**src/rtl/round_key_gen.sv**
```systemverilog
// round_key_gen: sequential AES-128 key expansion that streams round keys 0..10 over valid/ready
//
// Ports:
//   clk, rst            clock, asynchronous active-high reset
//   key_in/key_valid    cipher key input (byte 0 at [127:120]); accepted only when key_ready
//   key_ready           high in IDLE
//   rk_out/rk_round     current round key and its index 0..10, held while rk_ready is low
//   rk_last             high while round 10 is being presented
//   rk_valid/rk_ready   round-key handshake
//   busy                high while a schedule is being emitted
// Optional macro RK_STORE_EN adds a schedule store:
//   rd_idx              round index to read
//   rd_key              registered read data, 0 for rd_idx > 10
//   store_valid         all 11 entries of the current schedule are written
module round_key_gen (
    input  logic         clk,
    input  logic         rst,
    input  logic [127:0] key_in,
    input  logic         key_valid,
    output logic         key_ready,
    output logic [127:0] rk_out,
    output logic [3:0]   rk_round,
    output logic         rk_last,
    output logic         rk_valid,
    input  logic         rk_ready,
`ifdef RK_STORE_EN
    input  logic [3:0]   rd_idx,
    output logic [127:0] rd_key,
    output logic         store_valid,
`endif
    output logic         busy
);
    typedef enum logic {IDLE, EMIT} state_t;

    // AES S-box, entry 0 in the top byte
    localparam logic [2047:0] SBOX = {
        128'h637c777bf26b6fc53001672bfed7ab76,
        128'hca82c97dfa5947f0add4a2af9ca472c0,
        128'hb7fd9326363ff7cc34a5e5f171d83115,
        128'h04c723c31896059a071280e2eb27b275,
        128'h09832c1a1b6e5aa0523bd6b329e32f84,
        128'h53d100ed20fcb15b6acbbe394a4c58cf,
        128'hd0efaafb434d338545f9027f503c9fa8,
        128'h51a3408f929d38f5bcb6da2110fff3d2,
        128'hcd0c13ec5f974417c4a77e3d645d1973,
        128'h60814fdc222a908846eeb814de5e0bdb,
        128'he0323a0a4906245cc2d3ac629195e479,
        128'he7c8376d8dd54ea96c56f4ea657aae08,
        128'hba78252e1ca6b4c6e8dd741f4bbd8b8a,
        128'h703eb5664803f60e613557b986c11d9e,
        128'he1f8981169d98e949b1e87e9ce5528df,
        128'h8ca1890dbfe6426841992d0fb054bb16
    };

    // byte b lives at bits 8*(255-b)+7 downto 8*(255-b), i.e. index {~b, 3'b111}
    function automatic logic [7:0] sub(input logic [7:0] b);
        return SBOX[{~b, 3'b111} -: 8];
    endfunction

    function automatic logic [7:0] rcon(input logic [3:0] r);
        case (r)
            4'd1:    return 8'h01;
            4'd2:    return 8'h02;
            4'd3:    return 8'h04;
            4'd4:    return 8'h08;
            4'd5:    return 8'h10;
            4'd6:    return 8'h20;
            4'd7:    return 8'h40;
            4'd8:    return 8'h80;
            4'd9:    return 8'h1b;
            4'd10:   return 8'h36;
            default: return 8'h00;
        endcase
    endfunction

    state_t state, state_nx;
    logic accept, hs, at_last;
    logic [3:0] nxt_round;
    logic [31:0] w0, w1, w2, w3, t, n0, n1, n2, n3;

    assign accept    = key_valid & key_ready;
    assign hs        = rk_valid & rk_ready;
    assign at_last   = rk_round == 4'd10;
    assign nxt_round = rk_round + 4'd1;

    // one combinational step from the registered key: SubWord(RotWord(w3)) ^ Rcon, then XOR chain
    assign {w0, w1, w2, w3} = rk_out;
    assign t  = {sub(w3[23:16]) ^ rcon(nxt_round), sub(w3[15:8]), sub(w3[7:0]), sub(w3[31:24])};
    assign n0 = w0 ^ t;
    assign n1 = w1 ^ n0;
    assign n2 = w2 ^ n1;
    assign n3 = w3 ^ n2;

    always_ff @(posedge clk or posedge rst)
        if (rst)
            state <= IDLE;
        else
            state <= state_nx;

    always_comb begin
        state_nx  = state;
        key_ready = state == IDLE;
        rk_valid  = state == EMIT;
        busy      = state == EMIT;
        rk_last   = rk_valid && at_last;
        if (accept)
            state_nx = EMIT;
        else if (hs && at_last)
            state_nx = IDLE;
    end

    always_ff @(posedge clk or posedge rst)
        if (rst) begin
            rk_out   <= '0;
            rk_round <= '0;
        end else if (accept) begin
            rk_out   <= key_in;
            rk_round <= '0;
        end else if (hs && !at_last) begin
            rk_out   <= {n0, n1, n2, n3};
            rk_round <= nxt_round;
        end

`ifdef RK_STORE_EN
    logic [127:0] store [11];

    always_ff @(posedge clk)
        if (hs)
            store[rk_round] <= rk_out;

    always_ff @(posedge clk or posedge rst)
        if (rst) begin
            rd_key      <= '0;
            store_valid <= 1'b0;
        end else begin
            rd_key <= (rd_idx <= 4'd10) ? store[rd_idx] : '0;
            if (accept)
                store_valid <= 1'b0;
            else if (hs && at_last)
                store_valid <= 1'b1;
        end
`endif
endmodule

```
**config.mk**
```make
export PLATFORM = sky130hd
export DESIGN_NAME = round_key_gen
export DESIGN_NICKNAME = d
export VERILOG_FILES = /design/src/rtl/round_key_gen.sv
export SDC_FILE = /design/constraint.sdc
export NUM_CORES = 1
export LEC_CHECK = 0
export ABC_AREA = 1
export CAP_MARGIN = 20
export CELL_PAD_IN_SITES_DETAIL_PLACEMENT = 0
export CELL_PAD_IN_SITES_GLOBAL_PLACEMENT = 1
export CORE_UTILIZATION = 39
export CTS_CLUSTER_DIAMETER = 60
export DETAILED_ROUTE_END_ITERATION = 8
export PLACE_DENSITY_LB_ADDON = 0.25
export SLEW_MARGIN = 20
export SYNTH_ARGS = -nofsm -noshare
export SYNTH_HDL_FRONTEND = slang
export SYNTH_SLANG_ARGS = --single-unit
```
**constraint.sdc**
```tcl
create_clock -name clk -period 7.15 [get_ports clk]
set_input_delay 2.145 -clock clk [delete_from_list [all_inputs] [get_ports clk]]
set_output_delay 2.145 -clock clk [all_outputs]
set_load 0.005 [all_outputs]
```
==> impl_results.md <==
- Status: finished, final reports clean
- Maxcap violations: 0
- Final instance area: roughly 24000 sq um
- Initial core utilization: between 30% and 40%
- GRT Total Usage: a little under two fifths
- First-pass GRT wire length: around 150000 microns
- Worst slew pin tran: between 1 and 1.5 ns
- Fin crit share: between 60 and 70%
- Cts repair resizes: 0
- Setup TNS: 0 ns
- Antenna violation net count after detailed routing: 0
- WS Path Type: reg2out
- Root Buffer: clkbuf_16
- TritonCTS clock tree: done
- Yosys Warn Count: 0
- Setup crit start kind: flop
- DRC: 0
- # hold bufs at CTS: 0
- CP top delay family: buffers and inverters
- Clk sinks: roughly 130
- Worst-path clk slew: approximately 0.06 ns
- Clk_skew: between 0.01 and 0.015 ns
- CP Buf/Inv Count: 2
- Critical path's largest stage delay: ~0.74 ns
- Min cycle time layout: around 4.4 ns
- Ports: roughly 270
- H-tree depth: 4
- # nets final: 4019
- Critical path peak fanout: 34
- Synth Instances: 3709
- GRT Residual Overflow: 0
- Critical-path cell list: buf_4 -> clkdlybuf4s50_1
- DR WL/cell: approximately 22 microns
- Placed Area: around 23000 sq um
- Distinct cells, synth: 44
- Most frequent cells in the layout: nand2_1 (1304), nand3_1 (1089), clkdlybuf4s50_1 (267), inv_1 (238), nor2_1 (195)
- 1st-iter DRT viols: approximately 4200
- Mapped Area: 20180 sq um
- Commonest non-fill, non-tap cell in the layout: nand2_1
- PortBufs: roughly 270
- Worst slew margin: 24.65%
- WP data required: 5.01 ns
- Sequential fraction of the synthesis area: between 10% and 20%
- Clock Path Buffers: 2
- Largest net degree at the start of global routing: between 90 and 100
- Critical path arrival: between 2 and 2.5 ns
- Worst r2r path cells: 20
- Post-CTS setup buffer count: 0
- Final setup fails: 0
- Clk Latency, worst-skew pair: between 0.4 and 0.5 ns
- Syn_nets: between 3000 and 4000
- Routed WL: between 100000 and 150000 microns
- Die X: between 200 and 250 microns
- Layout Area Growth over Synthesis: 16.62%
- Unrepaired setup endpoints after global routing: false
- Hold depth: 2
- Via count of the first global-routing pass: 25309
- # rows: 83
- Worst min-delay path category: reg2reg
- Crit end category: primary output
- Cts bufs inserted: 17
- Vias: 27467
- Gpl congestion: 1.038
- Detail Placement HPWL: 72060 microns
- Setup WS pre-CTS: roughly 2.3 ns
- Die area: roughly 53000 sq um
- First-pass detailed-route iteration total: 8
- Syn Area/Cell: between 5 and 6 sq um
- Register Area: roughly 3300 sq um
- Initial antenna violation count: 1
- Share of cells above drive strength 1: around 4.5%
- Hold Fails Final Rpt: 0
- WP depth: 2
- Core Box Area: 51200 sq um
- Worst path slowest cell: dfrtp_1
- Die Y: approximately 230 microns
- Final worst slack: around 2.7 ns
- Max Slew Vio Count: 0
- Yosys reg bits: between 100 and 150
- DR vias/cell: 6.082
- Fillcell total: approximately 5700
- Achievable Freq: ~230 MHz
- Multi-input logic area: roughly 15000 sq um
[cell type report]
type                            instances  area share, %
Timing Repair Buffer                  317          12.95
Clock buffer                           22          1.972
Multi-Input combinational cell       3089          62.57
Sequential cell                       133          14.16
Tap cell                              680          3.615
Antenna cell                            1        0.01063
Clock inverter                          9         0.4412
Inverter                              265          4.290
[through the flow]
step	utilization, %	hold WS, ns	cells
floorplan	-	0.5226	3709
global placement	44.86	0.5320	4484
detailed placement	44.86	0.5420	4484
CTS	45.97	0.5582	4515
global route	45.97	0.5883	4516
finish	45.97	0.5547	4516
[synth_stat cells, drive strengths merged]
| cell | count | area, sq um |
|---|---|---|
| nand2 | 1335 | 5119 |
| nand3 | 1096 | 5515 |
| inv | 261 | 987.2 |
| nor2 | 215 | 872.1 |
| buf | 142 | 845.8 |
| dfrtp | 133 | 3328 |
| o211ai | 116 | 870.8 |
| o21ai | 103 | 515.5 |
| a21oi | 86 | 464.2 |
| clkbuf | 80 | 300.3 |
| ha | 63 | 788.3 |
| nand3b | 19 | 146.4 |
| nand4 | 15 | 93.84 |
| o221ai | 10 | 87.58 |
| nor3 | 6 | 35.03 |
| xor2 | 6 | 52.55 |
| o21bai | 5 | 37.54 |
| clkinv | 4 | 15.01 |
| a31oi | 3 | 18.77 |
| o22ai | 3 | 18.77 |
| or2 | 2 | 12.51 |
| a211oi | 1 | 7.510 |
| a21o | 1 | 7.510 |
| fa | 1 | 20.02 |
| o2111ai | 1 | 8.760 |
| o21a | 1 | 7.510 |
| o31ai | 1 | 7.510 |
[logic make-up after synthesis]
family / synth area share (%)
AND/OR/NAND/NOR: 58.43
buffers and inverters: 10.64
AO/OA/AOI/OAI: 10.17
flip-flops: 16.49
adder cells (fa/ha/maj): 4.005
XOR/XNOR: 0.2604
[routing by layer]
layer | vias to the layer above | track usage (%) | share of wire, %
li1 | 12653 | - | -
met1 | 12567 | 51.03 | 41
met2 | 1926 | 55.02 | 42
met3 | 321 | 8.242 | 11
met4 | 0 | 19.29 | 5.1
met5 | - | 0 | 0
[worst reg2reg max path, cell delays in order, from the launching register on]
cell and delay [ns]:
dfrtp_1 0.89, inv_1 0.52, ha_1 0.54, nand2_1 0.41
nand2_1 0.18, nor2_1 0.12, o21ai_1 0.11, nand2_1 0.14
nand2_1 0.07, nand3_1 0.09, nand3_1 0.14, nand2_1 0.11
nand2_1 0.07, nand2_1 0.10, nand2_1 0.08, nand2_1 0.08
nand2_1 0.07, nand2_1 0.09, nand2_1 0.05, nand3_1 0.08
nand2_1 0.07
[worst paths after layout]
kind,endpoint,startpoint,slack [ns]
setup / recovery,rk_out[11],rk_out[11]$_DFFE_PP0P_,2.71
hold / removal,rk_out[79]$_DFFE_PP0P_,rk_out[79]$_DFFE_PP0P_,0.55
setup reg to reg,rk_out[25]$_DFFE_PP0P_,rk_out[17]$_DFFE_PP0P_,3.05
hold reg to reg,rk_out[79]$_DFFE_PP0P_,rk_out[79]$_DFFE_PP0P_,0.55
max in group asynchronous,rk_out[19]$_DFFE_PP0P_,rst,3.81
min in group asynchronous,rk_out[106]$_DFFE_PP0P_,rst,2.15
[state kept, by name, summed over array words and instances (netlist names)]
name / count
rk_round: 4
busy: 1
rk_out: 128
Power is not shown: default switching activity piles up to over one toggle a cycle in this logic, so the estimate is an artifact.
